==> src/rtl/multi_sensor_ranger.sv <==
// Multi-channel ultrasonic ranger: scans N_CH sensors one at a time.
// Each channel gets a trigger pulse, then the echo pulse width is measured
// and converted to centimetres with round-to-nearest and saturation.
// CLK_PER_CM must be at least 2.
module multi_sensor_ranger #(
    parameter int N_CH        = 2,
    parameter int CLK_PER_CM  = 2941,
    parameter int TRIG_CYCLES = 500,
    parameter int ECHO_WAIT   = 50000,
    parameter int MAX_CM      = 60,
    parameter int GAP_CYCLES  = 3000,
    parameter int NEAR_CM     = 10,
    parameter int DIST_W      = 7
) (
    input  logic                     clock,
    input  logic                     reset,
    input  logic                     start,
    input  logic                     continuous,
    input  logic [N_CH-1:0]          echo,
    output logic [N_CH-1:0]          trigger,
    output logic [N_CH*DIST_W-1:0]   distance,
    output logic [N_CH-1:0]          valid,
    output logic [N_CH-1:0]          timeout,
    output logic [N_CH-1:0]          near,
    output logic                     busy,
    output logic                     done,
    output logic [3:0]               db_state
);

    localparam int CH_W  = (N_CH > 1) ? $clog2(N_CH) : 1;
    localparam int CNT_W = 32;

    typedef enum logic [3:0] {
        IDLE      = 4'd0,
        TRIG      = 4'd1,
        WAIT_ECHO = 4'd2,
        MEASURE   = 4'd3,
        STORE     = 4'd4,
        GAP       = 4'd5,
        DONE      = 4'd6
    } state_t;

    state_t             state_reg, state_next;
    logic [CH_W-1:0]    ch_reg, ch_next;
    logic [CNT_W-1:0]   cnt_reg, cnt_next;
    logic [CNT_W-1:0]   sub_reg, sub_next;
    logic [DIST_W-1:0]  cm_reg, cm_next;
    logic [DIST_W-1:0]  result_reg, result_next;
    logic               fail_reg, fail_next;
    logic               keep_reg, keep_next;   // timeout without echo: leave distance alone
    logic               clear_valid;
    logic [N_CH-1:0]    echo_meta_reg, echo_sync_reg;
    logic               echo_cur;

    // Two-flop synchronizer on every echo input
    always_ff @(posedge clock) begin
        if (reset) begin
            echo_meta_reg <= '0;
            echo_sync_reg <= '0;
        end else begin
            echo_meta_reg <= echo;
            echo_sync_reg <= echo_meta_reg;
        end
    end

    // Only the channel currently being scanned is observed
    assign echo_cur = echo_sync_reg[ch_reg];

    // FSM and datapath state registers
    always_ff @(posedge clock) begin
        if (reset) begin
            state_reg  <= IDLE;
            ch_reg     <= '0;
            cnt_reg    <= '0;
            sub_reg    <= '0;
            cm_reg     <= '0;
            result_reg <= '0;
            fail_reg   <= 1'b0;
            keep_reg   <= 1'b0;
        end else begin
            state_reg  <= state_next;
            ch_reg     <= ch_next;
            cnt_reg    <= cnt_next;
            sub_reg    <= sub_next;
            cm_reg     <= cm_next;
            result_reg <= result_next;
            fail_reg   <= fail_next;
            keep_reg   <= keep_next;
        end
    end

    // Next-state and datapath control
    always_comb begin
        state_next  = state_reg;
        ch_next     = ch_reg;
        cnt_next    = cnt_reg;
        sub_next    = sub_reg;
        cm_next     = cm_reg;
        result_next = result_reg;
        fail_next   = fail_reg;
        keep_next   = keep_reg;
        clear_valid = 1'b0;
        case (state_reg)
            IDLE: begin
                if (start) begin
                    state_next  = TRIG;
                    ch_next     = '0;
                    cnt_next    = '0;
                    clear_valid = 1'b1;
                end
            end
            TRIG: begin
                if (cnt_reg == CNT_W'(TRIG_CYCLES - 1)) begin
                    state_next = WAIT_ECHO;
                    cnt_next   = '0;
                end else begin
                    cnt_next = cnt_reg + 1'b1;
                end
            end
            WAIT_ECHO: begin
                if (echo_cur) begin
                    // The cycle that reveals the rise is itself the first high cycle
                    state_next = MEASURE;
                    sub_next   = CNT_W'(1);
                    cm_next    = '0;
                end else if (cnt_reg == CNT_W'(ECHO_WAIT - 1)) begin
                    state_next = STORE;
                    fail_next  = 1'b1;
                    keep_next  = 1'b1;
                end else begin
                    cnt_next = cnt_reg + 1'b1;
                end
            end
            MEASURE: begin
                if (echo_cur) begin
                    if (cm_reg == DIST_W'(MAX_CM)) begin
                        state_next  = STORE;
                        result_next = DIST_W'(MAX_CM);
                        fail_next   = 1'b1;
                        keep_next   = 1'b0;
                    end else if (sub_reg == CNT_W'(CLK_PER_CM - 1)) begin
                        sub_next = '0;
                        cm_next  = cm_reg + 1'b1;
                    end else begin
                        sub_next = sub_reg + 1'b1;
                    end
                end else begin
                    // Round to nearest centimetre on echo fall
                    state_next  = STORE;
                    result_next = (sub_reg >= CNT_W'(CLK_PER_CM / 2)) ? cm_reg + 1'b1 : cm_reg;
                    fail_next   = 1'b0;
                    keep_next   = 1'b0;
                end
            end
            STORE: begin
                cnt_next = '0;
                if (ch_reg == CH_W'(N_CH - 1)) begin
                    state_next = DONE;
                end else begin
                    state_next = GAP;
                    ch_next    = ch_reg + 1'b1;
                end
            end
            GAP: begin
                if (cnt_reg == CNT_W'(GAP_CYCLES - 1)) begin
                    state_next  = TRIG;
                    cnt_next    = '0;
                    clear_valid = (ch_reg == '0);
                end else begin
                    cnt_next = cnt_reg + 1'b1;
                end
            end
            DONE: begin
                ch_next    = '0;
                cnt_next   = '0;
                state_next = continuous ? GAP : IDLE;
            end
            default: state_next = IDLE;
        endcase
    end

    // Per-channel result registers and decoded outputs
    for (genvar gi = 0; gi < N_CH; gi++) begin : g_ch
        logic [DIST_W-1:0] dist_reg;
        logic              valid_reg;
        logic              timeout_reg;

        // Capture the measurement of this channel in STORE
        always_ff @(posedge clock) begin
            if (reset) begin
                dist_reg    <= '0;
                valid_reg   <= 1'b0;
                timeout_reg <= 1'b0;
            end else if (clear_valid) begin
                valid_reg <= 1'b0;
            end else if (state_reg == STORE && ch_reg == CH_W'(gi)) begin
                if (!keep_reg) begin
                    dist_reg <= result_reg;
                end
                valid_reg   <= 1'b1;
                timeout_reg <= fail_reg;
            end
        end

        assign trigger[gi]                   = (state_reg == TRIG) && (ch_reg == CH_W'(gi));
        assign distance[gi*DIST_W +: DIST_W] = dist_reg;
        assign valid[gi]                     = valid_reg;
        assign timeout[gi]                   = timeout_reg;
        assign near[gi]                      = valid_reg && (dist_reg <= DIST_W'(NEAR_CM));
    end

    assign busy     = (state_reg != IDLE);
    assign done     = (state_reg == DONE);
    assign db_state = state_reg;

endmodule

==> config.mk <==
export PLATFORM = sky130hd
export DESIGN_NAME = multi_sensor_ranger
export DESIGN_NICKNAME = d
export VERILOG_FILES = /design/src/rtl/multi_sensor_ranger.sv
export SDC_FILE = /design/constraint.sdc
export NUM_CORES = 1
export LEC_CHECK = 0
export BUFFER_PORTS_ARGS = -buffer_cell sky130_fd_sc_hd__buf_2
export CAP_MARGIN = 5
export CORE_MARGIN = 5
export CORE_UTILIZATION = 61
export DETAILED_ROUTE_END_ITERATION = 10
export PLACE_DENSITY = 0.76
export SLEW_MARGIN = 10
export SYNTH_ARGS = -nofsm -noshare
export SYNTH_HDL_FRONTEND = slang
export SYNTH_SLANG_ARGS = --single-unit
==> constraint.sdc <==
create_clock -name clock -period 2.5 [get_ports clock]
set_input_delay 0.5 -clock clock [delete_from_list [all_inputs] [get_ports clock]]
set_output_delay 0.5 -clock clock [all_outputs]
set_load 0.1 [all_outputs]
### Yosys cells after proc, flatten, opt, wreduce, memory -nomap -nowiden

Cells that the tools add are included.

* equal/unequal tests: 24
* add/sub/neg operators: 4
* reductions and logical operators: 24
* multiplexer cells: 45
* bitwise operators: 3
* order comparisons: 4

Operators with widths (number)
* $mux W32: 9
* $pmux W32 S5: 1
* $add A32 B1 Y32 const B: 2
* $eq A32 B12 Y1 const B: 2
* $pmux W32 S2: 1
* $mux W7: 7
* $eq A32 B16 Y1 const B: 1
* $eq A32 B9 Y1 const B: 1
* $ge A32 B11 Y1 const B: 1
* $mux W4: 7
* $pmux W4 S7: 1
* $ne A2 B2 Y1 const B: 10
* $le A7 B4 Y1 const B: 2
* $pmux W7 S2: 1
* $eq A4 B3 Y1 const B: 3
* $mux W1: 12
* $reduce_and A4 Y1: 3
* $reduce_and A5 Y1: 2
* $eq A4 B2 Y1 const B: 2
* $reduce_and A2 Y1: 4
* $add A7 B1 Y7 const B: 1
* $eq A7 B6 Y1 const B: 1
* $logic_and A1 B1 Y1: 6
* $ne A3 B3 Y1 const B: 2
* other kinds (16): 22

* output and inout bits: 28
* logic and storage cells: 120
* flip-flop bits (word level): 107

### Logic depth before layout (Yosys ltp)

Gate-level depths: netlist of the first run.

* depth in word-level cells: 5
* depth in mapped cells: 10
* gate-level depth less buffers: 8

### Least setup slack after synthesis of the first run

No wires, ideal clock.

* path type: register -> output
* from: reg state_reg[0], in the netlist db_state[0]
* to: out trigger[1]
* data required time: 2.000 ns
* buffers on the path: 1
* setup slack: -1.748 ns
* data arrival time: 3.748 ns
* cell stages (with the launch flop): 4
* cells stage by stage: dfxtp_1 clkbuf_1 nand2_1 nor3b_1

* longest elaborated chain between the ends: 2

RTL lines
* start, declared: RTL line 43 `state_t state_reg, state_next;`
* start signal, assigned: RTL line 81 `state_reg <= state_next;`
* $eq A4 B1 Y1: RTL line 205 `assign trigger[gi] = (state_reg == TRIG) && (ch_reg == CH_W'(gi));`
* $logic_and A1 B1 Y1: RTL line 205
* end, declared: RTL line 20 `output logic [N_CH-1:0] trigger,`

No other way between the ends.

### Final worst setup path of the first run

* from: reg cnt_reg[9]
* to: reg cnt_reg[14]

* longest elaborated chain between the ends: 4
* elaborated cells between the ends (all ways): 11
* those cells by class: 1 x add/sub; 4 x eq/ne; 5 x mux; 1 x reduce/logical

RTL lines
* start, declared: RTL line 45 `logic [CNT_W-1:0] cnt_reg, cnt_next;`
* start signal, assigned: RTL line 83 `cnt_reg <= cnt_next;`
* $add A32 B1 Y32: RTL line 117, 131, 170
* $mux W32: RTL line 126 `end else if (cnt_reg == CNT_W'(ECHO_WAIT - 1)) begin`
* $mux W32: RTL line 121 `if (echo_cur) begin`
* $pmux W32 S5: RTL line 103 `case (state_reg)`

Parallel ways exist; a longest one is shown, timed or not. The select of a mux whose other input is x is not followed.
A chain may end at the register's enable or synchronous reset.

==> reports/qor.yml, run 1 <==
rsz0062_at_grt: "false"
startpoint_type: "flop"
worstRegToRegCells: 7
place_hpwl_um: 9531
clkTransAtPathRegs_ns: 0.10
reg2reg_to: "cnt_reg[14]"
pwr_density_cell_nw_per_um2: 721.6
synth_nets: 680
fillers: 721
htreeDepth: 3
area_growth_pct: 13.38
crit_type: "reg -> reg"
end_kind: "flop"
max-cap-violations: 0
synth_ff_type: "dfxtp_1"
ys_seq_area_share_pct: 38.41
drive_above_1_share_pct: 16.34
synthesis.area_um2: 5525
drc_errors: 0
setup_viol: 0
drv_slew: 0
reg2reg_from: "cnt_reg[9]"
rows: 34
finalWeightedCongestion: 0.9042
drtAntennaViolNets: 0
wl_per_cell_um: 16.10
synth.avg_cell_area_um2: 8.271
worstHoldStart: "echo[1]"
grt_first_pass_wirelength_um: 23090
path_max_fanout: 13
boundaryPins: 34
peakVddDrop_uv: 599.9
first_pass_iters: 5
synthCells: 668
hold_viol_final: 0
p_leak_nw: 2.378
die-area_um2: 11060
hold_depth: 2
layout_worst_path_cycle_share_pct: 96.14
drt-total-wl_um: 13270
ys_warn_count: 0
worst_ep_required_time_ns: 2.76
worstPathArrival_ns: 2.67
skew_ns: 0.01216
die_x_um: 105.2
fin_cells: 824
initial_core_util_pct: 63.05
slew_headroom_pct: 46.29
grt_use_total_pct: 24.32
antenna_found_initial: 0
die-height_um: 105.2
min_period_ns: 2.404
place_inst: 808
first_global_vias: 4899
clockBufferDepth: 2
fmax_mhz: 416.0
final_area_um2: 6265
fin_nets: 723
fp.coreArea_um2: 8763
setup_tns_ns: 0
holdPathEnd: "echo_meta_reg[1]"
ys_ff_latch: 106
via_per_inst: 6.222
num_antenna_cells: 0
async_reset_ff_share_pct: 0
cts_sinks: 106
synth.distinct_cells: 61
status: "complete, no violations"
port_buffers: 32
clockRootBuffer: "clkbuf_8"
placed_area_um2: 5993
overflow: 0
vias: 5127
ctsHoldBuffers: 0
synth_edf_count: 0
tightest_slew_ns: 0.7983
first_iter_violations: 349
cts_tree: "built"
clk_latency_ns: 0.37
grt_max_degree: 50
min_path_type: "in -> reg"
cts_buffers: 9
r2r_slack_ns: 0.1
-- cells in the final DEF, fill, tap and decap left out, drive strengths merged, types with 5 or more instances in the layout --
master	count
nor3	27
nor2	75
nand4	20
clkbuf	11
and2	10
ha	6
and3	23
a22o	27
xnor2	8
buf	72
dfxtp	106
nor4	18
o21ai	32
o31ai	27
nor2b	22
or3	7
mux2i	9
nand2	42
nand3	27
or4	10
xor2	19
a211oi	5
a21oi	42
inv	17
-- what timing repair did --
item                                    4_1_cts  5_1_grt
endpoints found under the setup margin        0       64
setup buffers                                 0        0
resized for setup                             0       11
-- synth_stat cells, types with 15 or more instances --
cell,number,area [um^2]
nor3_1,25,125.1
nor2b_1,22,137.6
nor4_1,17,106.4
nand3_1,27,135.1
o31ai_1,27,202.7
inv_1,16,60.06
clkbuf_1,24,90.09
nand2_1,42,157.7
a21oi_1,42,210.2
dfxtp_1,106,2122
nand4_1,20,125.1
a22o_1,27,236.5
o21ai_0,17,85.08
nor2_1,75,281.5
and3_1,23,143.9
o21ai_1,15,75.07
xor2_1,19,166.4
-- critical path: stages (launching register included) --
cell and delay (ns):
dfxtp_1 0.35, or4b_1 0.52, or3_4 0.35, a2111oi_4 0.34, o21a_4 0.21, buf_6 0.17
nor3_1 0.07, a221o_1 0.28
-- layer usage --
layer / routed length (um) / GRT usage, %
met1: 6023 / 31.59
met2: 6488 / 41.37
met3: 622 / 5.055
met4: 135 / 5.936
met5: 0 / 0
-- final cells by class --
| cell class | instances | area, um^2 | share of cell area [%] |
|---|---|---|---|
| repair buffers | 73 | 486.7 | 7.769 |
| clock buffers | 10 | 137.6 | 2.197 |
| clock inverters | 6 | 88.84 | 1.418 |
| well taps | 108 | 135.1 | 2.157 |
| multi-input cells | 505 | 3226 | 51.49 |
| inverters | 16 | 60.06 | 0.9587 |
| flip-flops and latches | 106 | 2131 | 34.01 |
-- kinds of logic after synthesis --
family | after synthesis | share of synthesized area, %
compound gates | 159 | 19.97
xor+xnor | 27 | 4.280
fa+ha+maj | 6 | 1.359
buf+inv | 57 | 4.733
flops | 106 | 38.41
mux | 12 | 2.242
other cells | 1 | 0.06787
simple gates | 300 | 28.94
-- worst max-delay path by stage --
stage | cells past startpoint | from | to | slack, ns
global placement | 8 | start | cnt_reg[23] | 0.12
floorplan | 2 | g_ch[0].dist_reg[5] | near[0] | 0.007
CTS | 8 | cnt_reg[0] | cnt_reg[31] | 0.0008
detailed placement | 8 | cnt_reg[0] | cnt_reg[31] | 0.04
finish | 7 | cnt_reg[9] | cnt_reg[14] | 0.1
global route | 7 | cnt_reg[19] | cnt_reg[16] | 0.01
-- where the power goes --
| group | switching, mW | total [mW] | internal, mW |
|---|---|---|---|
| combinational | 1.05 | 1.52 | 0.471 |
| sequential | 0.0719 | 1.81 | 1.74 |
| clock | 0.593 | 1.19 | 0.593 |
| total | 1.72 | 4.52 | 2.81 |
-- through the flow --
| stage | utilization [%] | hold slack, ns | setup WS (ns) | power [mW] |
|---|---|---|---|---|
| final | 71.49 | 0.3442 | 0.09638 | 4.521 |
| after global routing | 71.49 | 0.3206 | 0.01460 | 4.733 |
| after CTS | 70.97 | 0.3387 | 0.0008329 | 4.501 |
| after detailed placement | 68.39 | 0.4419 | 0.03688 | 3.321 |
| after global placement | 68.39 | 0.4306 | 0.1152 | 3.288 |
| after floorplan | - | 0.4138 | 0.007373 | 2.977 |
(Power assumes the default switching activity.)
==> run 2, diff against run 1 <==
==> constraint.sdc (replaced) <==
create_clock -name clock -period 2.5 [get_ports clock]
set_input_delay 0.125 -clock clock [delete_from_list [all_inputs] [get_ports clock]]
set_output_delay 0.125 -clock clock [all_outputs]
set_load 0.1 [all_outputs]
==> reports/qor.yml, run 2 (synthesis gave the netlist of run 1 again) <==
status: "complete, but fails checks"
violations: "setup timing"
cts_buffers: 9  # unchanged
die_x_um: 105.2  # unchanged
fillers: 651  # -9.7%
power_mw: 4.800  # +6.2%
cts_tree: "built"
grt_first_pass_wirelength_um: 22550  # -2.3%
overflow: 0  # unchanged
clockRootBuffer: "clkbuf_8"
min_path_type: "in -> reg"
finalWeightedCongestion: 0.8589  # -5.0%
hold_ws_ns: 0.09608  # -0.2481 ns
slew_headroom_pct: 45.36  # -0.93 points
die-area_um2: 11060  # unchanged
antenna_found_initial: 0  # unchanged
fin_nets: 736  # +1.8%
worst_ep_required_time_ns: 2.76  # about the same
first_pass_iters: 5  # unchanged
max-cap-violations: 0  # unchanged
drc_errors: 0  # unchanged
path_max_fanout: 7  # -6
pwr_density_cell_nw_per_um2: 732.9  # +1.6%
hold_viol_final: 0  # unchanged
fin_ws_ns: -0.1170  # -0.2133 ns
rsz0062_at_grt: "true"
htreeDepth: 3  # unchanged
layout_worst_path_cycle_share_pct: 104.7  # +8.5 points
worstPathArrival_ns: 2.88  # +0.21 ns
port_buffers: 32  # unchanged
place_hpwl_um: 9270  # -2.7%
grt_use_total_pct: 23.75  # -0.57 points
clkTransAtPathRegs_ns: 0.11  # about the same
boundaryPins: 34  # unchanged
crit_type: "reg -> reg"
drt-total-wl_um: 14260  # +7.5%
fp.coreArea_um2: 8763  # unchanged
min_period_ns: 2.617  # +0.2133 ns
clockBufferDepth: 2  # unchanged
die-height_um: 105.2  # unchanged
first_iter_violations: 326  # -6.6%
drv_slew: 0  # unchanged
layout_common_cells: "dfxtp_1 (100), nor2_1 (75), buf_4 (46)"
initial_core_util_pct: 63.05  # unchanged
clk_latency_ns: 0.38  # about the same
cts_sinks: 106  # unchanged
num_antenna_cells: 0  # unchanged
area_growth_pct: 18.55
p_leak_nw: 2.531  # +6.4%
startpoint_type: "flop"
setup_viol: 25  # +25
drtAntennaViolNets: 0  # unchanged
rows: 34  # unchanged
tightest_slew_ns: 0.8069  # +0.008601 ns
final_common_cell: "dfxtp_1"
grt_max_degree: 54  # +8.0%
vias: 5267  # +2.7%
fmax_mhz: 382.1  # -8.2%
fin_cells: 837  # +1.6%
via_per_inst: 6.293  # +1.1%
peakVddDrop_uv: 401.5  # -33%
first_global_vias: 4784  # -2.3%
drive_above_1_share_pct: 20.71  # +4.4 points
skew_ns: 0.01302  # +0.0008557 ns
end_kind: "flop"
place_inst: 807  # -0.12%
wl_per_cell_um: 17.04  # +5.8%
[run 2: changes by cell type in the layout (fill, tap and decap cells not counted), moves of 3 or more]
cell	change
o31ai_4	+10
nor3_2	+4
o31ai_1	-19
nor3_1	-3
buf_4	+7
o31ai_2	+9
[run 2: layout make-up]
type | count | area (um^2) | share of cell area [%]
clock buffers | 9 | 123.9 | 1.891
well taps | 108 | 135.1 | 2.063
inverters | 16 | 60.06 | 0.9169
clock inverters | 7 | 48.80 | 0.7450
flip-flops and latches | 106 | 2130 | 32.51
multi-input cells | 505 | 3415 | 52.13
repair buffers | 86 | 638.1 | 9.742
[run 2: final timing paths]
kind	from	end	slack, ns	depth (start not counted)
setup / recovery	cnt_reg[8]	cnt_reg[8]	-0.12	7
hold / removal	start	g_ch[0].valid_reg	0.1	3
setup reg to reg	cnt_reg[8]	cnt_reg[8]	-0.12	7
hold reg to reg	echo_meta_reg[0]	echo_sync_reg[0]	0.46	1
[run 2: power breakdown]
part | total, mW | switching, mW | internal [mW]
sequential | 1.80 | 0.0615 | 1.74
combinational | 2.02 | 1.28 | 0.740
clock | 0.985 | 0.616 | 0.368
total | 4.80 | 1.95 | 2.85
[run 2: what timing repair did]
action	CTS	global route
hold buffers	2	0
setup endpoints to repair	0	49
buffers inserted	0	9
endpoints found under the hold margin	2	0
resized for setup	0	48
[run 2: per-stage QoR]
| step | util [%] | TNS, ns | area (um^2) | setup WS [ns] |
|---|---|---|---|---|
| floorplan | - | -0.08954 | 5547 | -0.08005 |
| global placement | 68.08 | 0 | 5966 | 0.1164 |
| detailed placement | 68.08 | 0 | 5966 | 0.06209 |
| CTS | 70.27 | 0 | 6158 | 0.01543 |
| global route | 74.74 | -3.603 | 6550 | -0.1942 |
| finish | 74.74 | -0.9460 | 6550 | -0.1170 |
[run 2: critical path, cell delays in order, from the launching register on]
cell	delay (ns)
dfxtp_2	0.39
or4b_4	0.46
or3_4	0.35
a2111oi_4	0.44
o21a_4	0.28
nor3_4	0.11
buf_4	0.15
a221o_1	0.31
[run 2: routing by layer]
metal  GRT usage (%)  up-vias  part of all wire (%)  wire length (um)
met5               0        -                     0                 0
met4           8.037        0                   1.7               249
met3           4.562       26                   5.8               831
met2           38.80      173                    49              6954
met1           31.51     2504                    44              6225
li1                -     2564                     -                 -
==> run 3, diff against run 2 <==
--- a/config.mk
+++ b/config.mk
@@ -10,7 +10,7 @@
 export CORE_MARGIN = 5
 export CORE_UTILIZATION = 61
 export DETAILED_ROUTE_END_ITERATION = 10
-export PLACE_DENSITY = 0.76
+export PLACE_DENSITY_LB_ADDON = 0.1
 export SLEW_MARGIN = 10
 export SYNTH_ARGS = -nofsm -noshare
 export SYNTH_HDL_FRONTEND = slang
==> reports/qor.yml, run 3 (synthesis gave the netlist of run 1 again) <==
rsz0062_at_grt: "true"
final-seq-area_um2: 2128  # about the same
setup_viol: 12  # -52%
rows: 34  # unchanged
pwr_density_cell_nw_per_um2: 729.0  # -0.53%
drv_slew: 0  # unchanged
crit_type: "reg -> reg"
slew_headroom_pct: 43.94  # -1.4 points
port_buffers: 32  # unchanged
min_path_type: "in -> reg"
antenna_found_initial: 0  # unchanged
p_leak_nw: 2.374  # -6.2%
crit_chain: "or4b_1, or3_4, a2111oi_4, o21a_4, clkbuf_16, o31ai_1, a22o_1"
multi_input_comb_area_um2: 3187  # -6.7%
pre_cts_ws_ns: 0.01713  # -0.04496 ns
vias: 5015  # -4.8%
drtAntennaViolNets: 0  # unchanged
fin_cells: 822  # -1.8%
htreeDepth: 3  # unchanged
worstPathArrival_ns: 2.78  # -0.10 ns
layout_worst_path_cycle_share_pct: 100.6  # -4.1 points
first_pass_iters: 5  # unchanged
initial_core_util_pct: 63.05  # unchanged
cts_buffers: 9  # unchanged
fillers: 718  # +10%
first_iter_violations: 330  # +1.2%
layout_common_cells: "dfxtp_1 (101), nor2_1 (75), nand2_1 (42)"
tightest_slew_ns: 0.8278  # +0.02091 ns
worst_ep_required_time_ns: 2.77  # about the same
drive_above_1_share_pct: 15.15  # -5.6 points
die-height_um: 105.2  # unchanged
first_global_vias: 4863  # +1.7%
clkTransAtPathRegs_ns: 0.10  # about the same
finalWeightedCongestion: 0.8390  # -2.3%
status: "complete, but fails checks"
clockRootBuffer: "clkbuf_8"
cts_tree: "built"
grt_first_pass_wirelength_um: 22860  # +1.4%
overflow: 0  # unchanged
max-cap-violations: 0  # unchanged
end_kind: "flop"
clockBufferDepth: 2  # unchanged
slowest_stage: "or4b_1"
wl_per_cell_um: 16.08  # -5.6%
startpoint_type: "flop"
grt_use_total_pct: 23.94  # +0.19 points
via_per_inst: 6.101  # -3.0%
fin_ws_ns: -0.01478  # +0.1022 ns
die_x_um: 105.2  # unchanged
area_growth_pct: 12.79
die-area_um2: 11060  # unchanged
cts_sinks: 106  # unchanged
peakVddDrop_uv: 406.1  # +1.1%
place_hpwl_um: 9166  # -1.1%
final_area_um2: 6232  # -4.9%
final_common_cell: "dfxtp_1"
boundaryPins: 34  # unchanged
hold_viol_final: 0  # unchanged
fin_util_pct: 71.12  # -3.6 points
placed_area_um2: 5928  # -0.63%
place_inst: 802  # -0.62%
clk_latency_ns: 0.36  # -0.02 ns
path_max_fanout: 15  # +8
skew_ns: 0.007724  # -0.005292 ns
drt-total-wl_um: 13220  # -7.3%
fp.coreArea_um2: 8763  # unchanged
violations: "setup timing"
min_period_ns: 2.515  # -0.1022 ns
grt_max_degree: 75  # +39%
worst_path_largest_cell_delay_ns: 0.51  # +0.05 ns
drc_errors: 0  # unchanged
cts_setup_buffers: 0  # unchanged
fin_nets: 720  # -2.2%
fmax_mhz: 397.7  # +4.1%
-- run 3: path summary, 6_finish.rpt --
path / start / to / cells past startpoint / slack, ns
setup reg to reg: cnt_reg[2] / cnt_reg[30] / 7 / -0.01
hold reg to reg: echo_meta_reg[0] / echo_sync_reg[0] / 1 / 0.46
setup / recovery: cnt_reg[2] / cnt_reg[30] / 7 / -0.01
hold / removal: start / g_ch[0].valid_reg / 3 / 0.12
-- run 3: layout make-up --
cell class	instances	area share, %
inverters	16	0.9637
well taps	108	2.168
clock buffers	10	2.208
diodes	1	0.04015
multi-input cells	505	51.13
clock inverters	6	1.425
repair buffers	70	7.910
flip-flops and latches	106	34.15
-- run 3: critical path: cells and delay by family (launching register included) --
kind | cells | cell delay (ns)
compound gates | 4 | 1.00
simple gates | 2 | 0.86
flops | 1 | 0.37
buf+inv | 1 | 0.19
-- run 3: what timing repair did --
action,4_1_cts,5_1_grt
gates cloned,0,1
hold endpoints to repair,2,0
endpoints found under the setup margin,12,36
pin swaps,0,2
hold buffers,2,0
resized for setup,2,5
-- run 3: routing by layer --
layer	global-route usage, %	share of wire [%]	up-vias
met2	39.21	48	109
met1	32.17	47	2358
li1	-	-	2531
met4	6.027	1.4	0
met5	0	0	-
met3	5.179	3.9	17
-- run 3: report_power, final --
part	switching [mW]	internal [mW]
clock network	0.580	0.593
logic	1.06	0.509
registers	0.0631	1.74
-- run 3: through the flow --
stage	total power [mW]	hold WS [ns]	setup TNS (ns)
floorplan	2.957	0.2532	-0.08954
global placement	3.266	0.3431	0
detailed placement	3.297	0.3639	0
CTS	4.470	0.09981	0
global route	4.764	0.1313	-1.880
finish	4.543	0.1236	-0.09438
